$ cat config.mk
export PLATFORM = sky130hd
export DESIGN_NAME = weighted_rr_scheduler
export DESIGN_NICKNAME = d
export VERILOG_FILES = /design/src/rtl/wrr_pkg.sv /design/src/rtl/rr_pick.sv /design/src/rtl/weighted_rr_scheduler.sv
export SDC_FILE = /design/constraint.sdc
export NUM_CORES = 1
export LEC_CHECK = 0
export CAP_MARGIN = 0
export CORE_ASPECT_RATIO = 1.5
export CORE_MARGIN = 2
export CORE_UTILIZATION = 53
export DETAILED_ROUTE_END_ITERATION = 6
export PLACE_DENSITY_LB_ADDON = 0.05
export SETUP_SLACK_MARGIN = 0.02
export SYNTH_ARGS = -nofsm -noshare
export SYNTH_HDL_FRONTEND = slang
export SYNTH_SLANG_ARGS = --single-unit
$ cat constraint.sdc
create_clock -name clk -period 3.75 [get_ports clk]
set_clock_uncertainty 0.1 [all_clocks]
set_input_delay 0.375 -clock clk [delete_from_list [all_inputs] [get_ports clk]]
set_output_delay 0.375 -clock clk [all_outputs]
set_load 0.03 [all_outputs]
$ cat src/rtl/wrr_pkg.sv
// wrr_pkg: shared defaults, FSM states and reset weight for the weighted round-robin scheduler
package wrr_pkg;
  localparam int WRR_N = 8;
  localparam int WRR_WW = 4;
  localparam int WRR_RST_WEIGHT = 1;
  typedef enum logic {IDLE, BUSY} state_t;
endpackage

$ cat src/rtl/rr_pick.sv
// rr_pick: rotate-priority find-first, searching upward from ptr+1 and wrapping round to ptr itself
module rr_pick #(
  parameter int N = 8,
  localparam int IW = $clog2(N)
) (
  input  logic [N-1:0]  req,
  input  logic [IW-1:0] ptr,
  output logic [N-1:0]  onehot,
  output logic [IW-1:0] index,
  output logic          any
);
  // walk from farthest to nearest so the nearest set bit is assigned last; i==N wraps to ptr
  always_comb begin
    index = ptr;
    for (int i = N; i >= 1; i--)
      if (req[ptr + IW'(i)]) index = ptr + IW'(i);
  end
  assign any = |req;
  assign onehot = any ? N'(1) << index : '0;
endmodule

$ cat src/rtl/weighted_rr_scheduler.sv
// weighted_rr_scheduler: weighted round-robin grant of one shared resource, one transaction per grant
// Define WRR_WEIGHT_EN to build the programmable weight table; otherwise every weight is 1.
module weighted_rr_scheduler
  import wrr_pkg::*;
#(
  parameter int N = WRR_N,
  parameter int WW = WRR_WW,
  localparam int IW = $clog2(N)
) (
  input  logic          clk,
  input  logic          rstN,
  input  logic [N-1:0]  req,
  input  logic          done,
  input  logic          cfg_we,
  input  logic [IW-1:0] cfg_idx,
  input  logic [WW-1:0] cfg_weight,
  output logic [N-1:0]  grant,
  output logic [IW-1:0] grant_id,
  output logic          busy
);
  state_t state;
  logic [IW-1:0] ptr;
  logic [WW-1:0] credit;
  logic [N-1:0] pick_oh;
  logic [IW-1:0] pick_idx;
  logic pick_any;
  logic stay;
  logic [N-1:0] win_oh;
  logic [IW-1:0] win_idx;
  logic [WW-1:0] load_w;
  rr_pick #(.N(N)) u_pick (
    .req(req),
    .ptr(ptr),
    .onehot(pick_oh),
    .index(pick_idx),
    .any(pick_any)
  );
  // credit holds the remaining quota of the requester at ptr only
  assign stay = req[ptr] && credit != '0;
  assign win_idx = stay ? ptr : pick_idx;
  assign win_oh = stay ? N'(1) << ptr : pick_oh;
`ifdef WRR_WEIGHT_EN
  logic [WW-1:0] weight [N];
  always_ff @(posedge clk or negedge rstN)
    if (!rstN) weight <= '{default: WW'(WRR_RST_WEIGHT)};
    else if (cfg_we) weight[cfg_idx] <= cfg_weight;
  assign load_w = weight[win_idx] == '0 ? WW'(1) : weight[win_idx];
`else
  logic unused_cfg;
  assign unused_cfg = ^{cfg_we, cfg_idx, cfg_weight};
  assign load_w = WW'(1);
`endif
  always_ff @(posedge clk or negedge rstN)
    if (!rstN) begin
      state <= IDLE;
      grant <= '0;
      grant_id <= '0;
      ptr <= IW'(N - 1);
      credit <= '0;
    end else if (state == IDLE) begin
      if (pick_any) begin
        state <= BUSY;
        grant <= win_oh;
        grant_id <= win_idx;
        ptr <= win_idx;
        credit <= stay ? credit : load_w;
      end
    end else if (done) begin
      state <= IDLE;
      grant <= '0;
      credit <= credit == '0 ? credit : credit - 1'b1;
    end
  assign busy = state == BUSY;
endmodule

* Yosys cells after proc, flatten, opt, wreduce, memory -nomap -nowiden
Cells that the tools add are included.
Word-level totals: bits of input ports 19, bits in latches 0, bits in registers 19, output and inout port bits 12, memories 0, memory bits (read-only) 0, memory bits (writable) 0
Cells by class: divide/modulo/power cells 0, add/subtract/negate cells 8, shift-type cells 2, bitwise operators 1, order comparisons 8, reductions and logical operators 8, mux-type cells 36, eq/ne operators 3, multiply operators 0
Operators by type and width (count):
- $lt 3x4->1 const B | 8
- $mux 8 | 4
- $bmux 1 s3 | 8
- $mux 3 | 8
- $mux 4 | 5
- $shl 1x3->8 const A | 2
- $add 3x3->3 const B | 4
- $mux 1 | 11
- $reduce_or 8->1 | 1
- $add 3x2->3 const B | 2
- $ne 2x2->1 const B | 3
- $logic_not 4->1 | 1
- $reduce_and 2->1 | 2
- $reduce_and 4->1 | 1
- $reduce_bool 4->1 | 1
- $sub 4x1->4 const B | 1
- $add 3x1->3 const B | 1
- $reduce_bool 2->1 | 1
- $logic_and 1x1->1 | 1
- $not 1->1 | 1

* Depth between registers and ports, before layout
depth in word-level cells 14, depth in mapped cells 12, depth with buffers taken out 9

* Cells and area by module
From an unflattened synthesis, not the netlist that was laid out.
Unflattened totals: cells, all modules 222, area total of the unflattened synthesis 2165.8 µm²
Modules (own cells, without submodules):
- rr_pick | instances 1, cells an instance 122, seq. area each 0.0 µm², area an instance 1144.8 µm²
- weighted_rr_scheduler | instances 1, cells an instance 100, seq. area each 479.2 µm², area an instance 1021.0 µm²

* Worst setup path before layout
Ideal clock, no wire load.
path kind reg2reg, start register ptr[0], end register grant[4], library setup time 121 ps, period minus slack after synthesis 3465 ps, path slack 285 ps, cell stages (with the launch flop) 13, arrival 3244 ps, path through dfstp_2 -> buf_6 -> buf_2 -> inv_1 -> ha_1 -> clkbuf_1 -> mux4_2 -> mux2_2 -> a41oi_1 -> o21a_1 -> a2111oi_2 -> or3_4 -> a22o_1
Between the ends: word-level cells in the longest chain between the ends 14, elaborated cells on any way between the ends 36
Ends and longest elaborated chain:
- start: declaration | line weighted_rr_scheduler.sv:22 | logic [IW-1:0] ptr;
- start signal: assignment | line weighted_rr_scheduler.sv:58 | ptr <= IW'(N - 1);
- start signal: assignment | line weighted_rr_scheduler.sv:65 | ptr <= win_idx;
- $add 3x3->3 | line rr_pick.sv:16 | if (req[ptr + IW'(i)]) index = ptr + IW'(i);
- $bmux 1 s3 | line rr_pick.sv:16
- $mux 1 (implied by the code) | line rr_pick.sv:16
- $mux 3 (7 in a row) | line rr_pick.sv:16
- $shl 1x3->8 | line rr_pick.sv:19 | assign onehot = any ? N'(1) << index : '0;
- $mux 8 * | line weighted_rr_scheduler.sv:41 | assign win_oh = stay ? N'(1) << ptr : pick_oh;
- $mux 8 * | line weighted_rr_scheduler.sv:61 | if (pick_any) begin
- $mux 8 * | line weighted_rr_scheduler.sv:60 | end else if (state == IDLE) begin
- end signal: assignment | line weighted_rr_scheduler.sv:63 | grant <= win_oh;
- end: declaration | line weighted_rr_scheduler.sv:17 | output logic [N-1:0] grant,
Every way passes the cells marked *; elsewhere a longest branch is shown, timed or not. The select of a mux whose other input is x is not followed. A chain may end at the register's enable or synchronous reset.

* Worst setup path after layout
start register ptr[1], end register grant[7]
Same word-level chain as after synthesis.

==> results.py <==
metrics = {
    "setup_path": {
        "reg2reg_depth": 9,
        "r2r-end": "grant[7]",
        "r2r_setup_slack_ns": 0.46,
        "max_stage_delay_ns": 0.59,
        "crit_slowest_cell": "ha_1",
        "startpoint_type": "flip-flop",
        "arrival_ns": 3.34,
        "timing.rr.start": "ptr[1]",
        "required_ns": 3.80,
        "path_cells": "inv_1 > ha_1 > inv_1 > or4_1 > o2111ai_1 > o21bai_1 > a2111oi_2 > nor3_1 > a22o_1",
        "endpoint_kind": "flip-flop",
        "crit_fanout": 11,
        "cpMostUsedCell": "inv_1",
        "critPathKind": "flip-flop to flip-flop",
    },
    "placed_design": {
        "port_buffers": 22,
        "post_dp_cell_area_um2": 2053,
        "hpwl_um": 3465,
        "gp_congestion": 0.9560,
    },
    "grt": {
        "grt_pass1_wl_um": 7100,
        "grt_util_all_layers_pct": 24.38,
        "grt_max_degree": 22,
        "grt_overflow": 0,
        "grt_pass1_vias": 1513,
        "antenna_found_initial": 0,
    },
    "sta": {
        "timing.fmax_mhz": 303.8,
        "fin_crit_sh_pct": 87.79,
        "final.hold.worst_slack_ns": 0.3739,
        "maxSlewHeadroom_pct": 46.17,
        "worst_pin_slew_ns": 0.8049,
        "rsz0062_at_grt": "no",
        "maxSlewViolCount": 0,
        "hold_viol_final": 0,
        "finalCriticalPeriod_ns": 3.292,
        "setup_viol": 0,
        "tns_ns": 0,
    },
    "floorplanning": {
        "die_y_um": 75.81,
        "die_w_um": 51.87,
        "core_um2": 3351,
        "ios": 31,
        "die_area_um2": 3932,
        "start_util_pct": 54.37,
        "rows": 26,
    },
    "yosys": {
        "yosysTopAreaCellShare_pct": 21.98,
        "ys_seq_area_share_pct": 26.30,
        "syn_inst": 187,
        "synth_cell_types": 58,
        "synth-edff-count": 0,
        "ys_seq_elements": 19,
        "yosysMostFrequentCell": "nand2_1",
        "syn_area_um2": 1822,
        "synth.avg_cell_area_um2": 9.742,
        "synth_common_cells": "nand2_1 (24), dfrtp_1 (16), mux4_2 (11)",
        "yosys-top-cells-area": "dfrtp_1 (22%), mux4_2 (14%), mux2_2 (4.9%), nand2_1 (4.9%), mux2i_1 (4.4%)",
        "yosysWarningCount": 0,
        "yosysTopAreaCell": "dfrtp_1",
        "synth_nets": 210,
        "synth_ff_type": "dfrtp_1",
        "synth_async_sr_flop_share_pct": 100.0,
    },
    "cts": {
        "cts_root_buffer": "clkbuf_8",
        "clkTransAtPathRegs_ns": 0.07,
        "cts_buffers": 3,
        "cts_tree": "yes",
        "ctsHoldBuffers": 0,
        "cts_setup_buffers": 0,
        "cts_sinks": 19,
        "htreeDepth": 1,
        "clock_latency_ns": 0.26,
        "cts_buffer_depth": 2,
        "cts-resized-gates": 0,
    },
    "drt": {
        "antenna_left": 0,
        "wl_um": 4352,
        "dr_total_vias": 1609,
        "wl_per_cell_um": 17.55,
        "drc": 0,
        "via_per_inst": 6.488,
        "first_pass_iters": 4,
        "drtIter0Drc": 26,
    },
    "layout": {
        "num-fill-cells": 289,
        "drive_gt1_share_pct": 18.45,
        "areaGrowthSynthToFinish_pct": 15.18,
        "design.final.nets": 230,
        "design_area_um2": 2098,
        "multi_input_area_um2": 1245,
        "diodes": 0,
        "seqCellArea_um2": 479.2,
    },
    "worst_hold_path": {
        "min-delay-start": "grant_id[2]",
        "hold_depth": 2,
        "hp-class": "flip-flop to flip-flop",
        "hold_path_end": "grant_id[2]",
    },
    "run_status": {
        "status": "completed",
    },
    "flow_run": {
        "drv_cap": 0,
    },
}
-- final cells by class --
cell class	count	area share, %
flip-flops and latches	19	22.84
clock buffers	4	2.147
well taps	42	2.504
repair buffers	25	11.57
inverters	9	1.610
multi-input cells	149	59.33
-- state kept, by name (all words and copies together) (netlist names) --
| register | count |
|---|---|
| ptr | 3 |
| grant_id | 3 |
| busy | 1 |
| grant | 8 |
| credit | 4 |
-- worst max path at each step --
stage          endpoint  slack, ns    from
6_report       grant[7]       0.46  ptr[1]
5_1_grt        grant[7]       0.30  ptr[1]
4_1_cts        grant[7]       0.47  ptr[1]
3_5_place_dp   grant[7]       0.51  ptr[1]
3_3_place_gp   grant[6]       0.54  ptr[1]
2_1_floorplan  grant[4]       0.29  ptr[0]
-- critical path: cells and delay by family (launching register included) --
family	cells	cell delay, ns
fa+ha+maj	1	0.59
compound gates	4	0.84
simple gates	2	0.74
buf+inv	2	0.37
flops	1	0.53
-- cells by family (layout without fill, tap and decap cells) --
kind of cell | after synthesis | in the layout | synth area share, %
AO/OA/AOI/OAI | 61 | 61 | 24.24
XOR/XNOR | 3 | 3 | 1.443
adder cells (fa/ha/maj) | 4 | 4 | 2.747
buffers and inverters | 19 | 38 | 5.356
flip-flops | 19 | 19 | 26.30
multiplexers | 29 | 29 | 25.00
AND/OR/NAND/NOR | 52 | 52 | 14.90
-- layout by cell type, fill, tap and decap left out, types with 2 or more instances in the layout --
master and instances:
clkdlybuf4s50_1 22, buf_4 3, mux4_2 11, o21bai_1 2, o21ai_1 6, nand2_1 24
mux2_2 8, nor3_1 4, a211oi_1 5, a21oi_1 6, a221oi_1 3, dfrtp_1 16
o21ai_0 9, mux2i_1 8, a41oi_1 2, xnor2_1 2, nor2_1 8, a22oi_1 3
or4_1 2, dfstp_2 3, a22o_1 5, o221ai_1 2, o22ai_1 2, inv_1 9
nor4_1 2, clkbuf_8 3, ha_1 4, o21a_1 2, o211ai_1 2
-- through the flow --
stage | instances | utilization [%] | setup WS [ns]
6_report | 248 | 62.62 | 0.4581
5_1_grt | 248 | 62.62 | 0.3009
4_1_cts | 248 | 62.62 | 0.4654
3_5_place_dp | 244 | 61.28 | 0.5112
3_3_place_gp | 244 | 61.28 | 0.5406
2_1_floorplan | 187 | - | 0.2851
-- routing by layer --
metal	vias to the layer above	wire, um	global-route usage (%)
li1	775	-	-
met1	773	1743	26.97
met2	46	2283	44.30
met3	15	103	1.765
met4	0	222	15.79
met5	-	0	0
Power is not shown: default switching activity piles up to over one toggle a cycle in this logic, so the estimate is an artifact.
==> RTL edit 1 (same flow settings) <==
Build with the macro `WRR_WEIGHT_EN` defined.
--- a/src/rtl/weighted_rr_scheduler.sv
+++ b/src/rtl/weighted_rr_scheduler.sv
@@ -2,2 +2,4 @@
 // Define WRR_WEIGHT_EN to build the programmable weight table; otherwise every weight is 1.
+`define WRR_WEIGHT_EN
+
 module weighted_rr_scheduler
Behaviour: not the same (a bounded check fails within 10 cycles, from zero or initial values and one cycle with rstN low).
==> RTL edit 1 against the original RTL <==
Non-clock buffer count increased by 70; routed wire length increased to 2.6 times the old value; critical path depth increased by 5; sequential cell count increased by 32; final area increased by 140%; synthesized area increased by 120%; die area increased by 110%; first-iteration DRC count increased to 7.2 times the old value; setup slack got worse by 0.44 ns; cell count increased by 130%; critical endpoint is now credit[0].
Power is not shown: default switching activity piles up to over one toggle a cycle in this logic, so the estimate is an artifact.
==> RTL edit 1: results (changes against the original RTL) <==
* CTS root buf: clkbuf_8
* Slew HR at 34.1% (-12 points)
* Via density at 6.36 (-2.0%)
* GP Congestion at 0.913 (-4.5%)
* Max stage delay on crit path at 0.64 ns (+0.05 ns)
* First-pass GRT wire length at 17,800 um (+150%)
* CTS Buf Count at 5 (+2)
* Synth area leaders: dfrtp_1, mux2_2, dfstp_2
* Crit path arrival time at 3.85 ns (+0.51 ns)
* WL final at 11,200 um (+160%)
* Post-Synthesis Cells at 403 (+120%)
* Worst reg-to-reg path cell count at 14 (+5)
* H-Tree Depth at 2 (+1)
* Post-synth top cells: dfrtp_1, nand2_1, mux2_2
* HPWL Detailed at 8170 um (+140%)
* Setup ws final at 0.0204 ns (-0.438 ns)
* Placed cell count at 564 (+130%)
* Initial DRT Pass Iterations at 5 (+1)
* Initial drt markers at 186 (+620%)
* Port Buf Inserts at 30 (+36%)
* Share of cells above drive strength 1 at 36.9% (+18 points)
* CTS clock-pin slew for the worst setup and hold paths at 0.10 ns (+0.03 ns)
* Min-Delay Path Class: in2async
* Clk Latency, worst-skew pair at 0.32 ns (+0.06 ns)
* Status: finished clean
* Vias at 3,688 (+130%)
* Cell variety after synth at 78 (+34%)
* Dpl ws at -0.0461 ns (-0.557 ns)
* Syn_nets at 425 (+100%)
* Crit-path slowest cell: dfstp_2
* Largest net degree at the start of global routing at 52 (+140%)
* CP Max Fanout at 7 (-4)
* Registers with the most flip-flops: weight x32, grant x8, credit x4
* All-Layer GR Usage at 28.8% (+4.4 points)
* Seq/Total Area, Yosys at 32.9% (+6.6 points)
* Final nets at 502 (+120%)
==> RTL edit 1: cell types whose count changed after synthesis, sizes merged, moves of 9 or more <==
| cell | delta |
|---|---|
| nor2 | +11 |
| clkbuf | +9 |
| dfrtp | +24 |
| nand2 | +16 |
| mux2 | +33 |
| a21oi | +21 |
| nand3 | +17 |
| a31oi | +9 |
==> RTL edit 1: final timing paths <==
check / from / endpoint
min: rstN / weight[27]
min reg2reg: grant[7] / grant[7]
max reg2reg: ptr[0] / credit[0]
min in group clk: grant[7] / grant[7]
max in group asynchronous: rstN / credit[0]
max: ptr[0] / credit[0]
==> RTL edit 1: cells by family after synthesis <==
logic type,Yosys count,synth area share (%)
muxes,63,21.5
xor gates and xnor gates,3,1.34
AOI/OAI and AO/OA,133,24.8
DFF,51,32.9
adders and majority gates,3,0.958
buffers and inverters,40,4.79
and+or+nand+nor,110,13.7
==> RTL edit 1: stage by stage <==
stage	instance area [sq um]	hold WS, ns
2_1_floorplan	4010	-0.0206
3_3_place_gp	4690	0.365
3_5_place_dp	4690	0.375
4_1_cts	4800	0.0975
5_1_grt	5000	0.138
6_report	5000	0.0699
==> RTL edit 1: timing repair <==
| action | 4_1_cts | 5_1_grt |
|---|---|---|
| gates resized for setup | 1 | 30 |
| pin swaps | 0 | 13 |
| buffers inserted | 0 | 9 |
| hold endpoints to repair | 0 | 0 |
| endpoints found under the setup margin | 3 | 4 |
==> RTL edit 1: metal layers <==
metal	part of all wire, %	wire (um)	GRT usage, %	vias to the layer above
met1	38	4270	32.1	1815
met5	0	0	0	-
met2	54	6070	53.3	122
met4	3.7	412	12.8	0
li1	-	-	-	1719
met3	3.7	418	3.76	32
==> RTL edit 1: layout make-up <==
cell class / instances / area, sq um
clock buffers: 5 / 68.8
clock inverters: 2 / 37.5
fillers: 570 / 2180
inverters: 15 / 61.3
multi-input cells: 312 / 2610
flip-flops and latches: 51 / 1290
well taps: 100 / 125
repair buffers: 95 / 807
==> RTL edit 1: worst reg2reg max path: stages (launching register included) <==
cell and delay (ns):
dfstp_2 0.64, inv_6 0.05, ha_4 0.17, xnor2_4 0.34, buf_6 0.17, nor3_4 0.04
a221o_1 0.35, a21oi_4 0.25, buf_6 0.13, a211oi_2 0.06, a31o_1 0.24, a32o_1 0.21
o311a_1 0.29, or3b_4 0.41, o31ai_2 0.17
==> RTL edit 2 (same flow settings) <==
Made on the original files. The package constant `WRR_WW` goes from 4 to 8.
--- a/src/rtl/wrr_pkg.sv
+++ b/src/rtl/wrr_pkg.sv
@@ -3,3 +3,3 @@
   localparam int WRR_N = 8;
-  localparam int WRR_WW = 4;
+  localparam int WRR_WW = 8;
   localparam int WRR_RST_WEIGHT = 1;
Interface: changed (resized cfg_weight); port bits go from 31 to 35. No check against the original RTL was run, so the function may have changed too.
==> RTL edit 2 against the original RTL <==
Setup slack worse by 0.13 ns; synthesized area grew 20%; cell count increased by 21%; synthesized cell count increased by 28%; routed wire length is 29% higher; sequential cell count increased by 4; final area is 17% higher; highest routed layer unchanged.
Power is left out: the tool's default activity adds up to more than one toggle a clock period on the data nets, which glitch-free logic cannot reach.
==> RTL edit 2: results (changes against the original RTL) <==
* Status: finished clean
* CTS Buf Count at 3 (unchanged)
* M1 wire length at 2270 um (+30%)
* Max stage delay on crit path at 0.54 ns (-0.05 ns)
* DR WL/cell at 18.7 um (+6.6%)
* Port Buf Inserts at 22 (unchanged)
* Cell variety after synth at 59 (+1.7%)
* # diodes at 0 (unchanged)
* Max layer used: met4
* First-pass GRT wire length at 9740 um (+37%)
* H-Tree Depth at 1 (unchanged)
* Ys Warns at 0 (unchanged)
* HPWL Detailed at 4200 um (+21%)
* Share of cells above drive strength 1 at 15.3% (-3.2 points)
* Met2 routed WL at 2870 um (+26%)
* Adder-cell share of the synthesized area at 2.29% (-0.46 points)
* Worst r2r src: ptr[1]
* Worst Setup EP: grant[1]
* Min-Delay Path Class: reg2reg
* Slew HR at 32.6% (-14 points)
* CP Max Fanout at 15 (+4)
* CTS clock-pin slew for the worst setup and hold paths at 0.09 ns (+0.02 ns)
* Synth area leaders: dfrtp_1, mux4_2, mux2i_1
* Largest net degree at the start of global routing at 28 (+27%)
* Clock tree buffer depth at 2 (unchanged)
* Complex-gate fraction of the synthesized area at 25.0% (+0.71 points)
* Seq/Total Area, Yosys at 26.5% (+0.20 points)
* DR WL met3 at 221 um (+110%)
* Asr flop ratio synth at 100% (unchanged)
* GP Congestion at 0.889 (-7.0%)
* Syn_nets at 266 (+27%)
* Crit path arrival time at 3.48 ns (+0.14 ns)
* Post-synth top cells: nand2_1, o21ai_0, dfrtp_1
* Initial DRT Pass Iterations at 4 (unchanged)
* Registers with the most flip-flops: credit x8, grant x8
* Crit-path slowest cell: dfstp_2
* Initial drt markers at 78 (+200%)
* CTS root buf: clkbuf_8
* Reg-to-reg slack, setup at 0.32 ns (-0.13 ns)
* Initial antenna violation count at 0 (unchanged)
* Number of global-route vias before repair at 1,989 (+31%)
* Post-Synth XOR/XNOR Area at 1.55% (+0.10 points)
* Via density at 6.69 (+3.2%)
* Clk Latency, worst-skew pair at 0.26 ns (about the same)
* Final nets at 283 (+23%)
* Mux contribution to synthesized area at 21.6% (-3.4 points)
* # fillers at 372 (+29%)
* All-Layer GR Usage at 26.4% (+2.0 points)
* Startpoint Class: flop
* Worst reg-to-reg path cell count at 9 (unchanged)
[RTL edit 2: changes by cell type in the layout (fill, tap and decap cells not counted), moves of 4 or more]
cell     delta
o21ai_0    +13
o41ai_1    +11
dfrtp_1     +4
a22o_1      -5
o21ai_1     -6
and3_1      +4
and2_1      +5
[RTL edit 2: logic make-up (layout without fill, tap and decap cells)]
family	Yosys count	in the layout
buf+inv	26	42
mux	32	32
flops	23	23
simple gates	74	74
xor+xnor	3	3
compound gates	77	77
fa+ha+maj	4	4
[RTL edit 2: layout make-up]
class | count | area, sq um | share of cell area, %
multi-input cells | 190 | 1480 | 59.9
flip-flops and latches | 23 | 579 | 23.5
repair buffers | 28 | 265 | 10.8
well taps | 45 | 56.3 | 2.29
clock buffers | 3 | 41.3 | 1.68
inverters | 10 | 37.5 | 1.52
clock inverters | 1 | 7.51 | 0.305
[RTL edit 2: critical path: cells and delay by family (launching register included)]
kind | cells | cell delay, ns
muxes | 2 | 0.74
AOI/OAI and AO/OA | 3 | 0.66
DFF | 1 | 0.54
adders and majority gates | 1 | 0.46
and+or+nand+nor | 1 | 0.44
buffers and inverters | 2 | 0.38
[RTL edit 2: what timing repair did]
action                     CTS  global route
buffers inserted             0             0
resized for setup            0             1
setup endpoints to repair    0             1
[RTL edit 2: how the worst min path moves through the flow]
| stage | start | to | slack (ns) | cells after the start |
|---|---|---|---|---|
| global placement | grant[7] | grant[7] | 0.37 | 2 |
| detailed placement | grant[5] | grant[5] | 0.37 | 2 |
| floorplan | rstN | busy | -0.02 | 0 |
| global route | grant[4] | grant[4] | 0.41 | 2 |
| CTS | grant[4] | grant[4] | 0.39 | 2 |
| finish | grant[4] | grant[4] | 0.38 | 2 |
[RTL edit 2: routing by layer]
layer	vias to the layer above	GRT usage [%]
li1	967	-
met1	966	33.2
met3	16	2.18
met4	0	16.0
met2	59	44.3
met5	-	0
[RTL edit 2: through the flow]
| stage | instances | instance area, sq um | worst slack (ns) | utilization, % |
|---|---|---|---|---|
| after floorplan | 239 | 2190 | 0.427 | - |
| after global placement | 296 | 2410 | 0.362 | 60.9 |
| after detailed placement | 296 | 2410 | 0.333 | 60.9 |
| after CTS | 300 | 2460 | 0.325 | 62.1 |
| after global routing | 300 | 2460 | 0.0739 | 62.2 |
| final | 300 | 2460 | 0.324 | 62.2 |
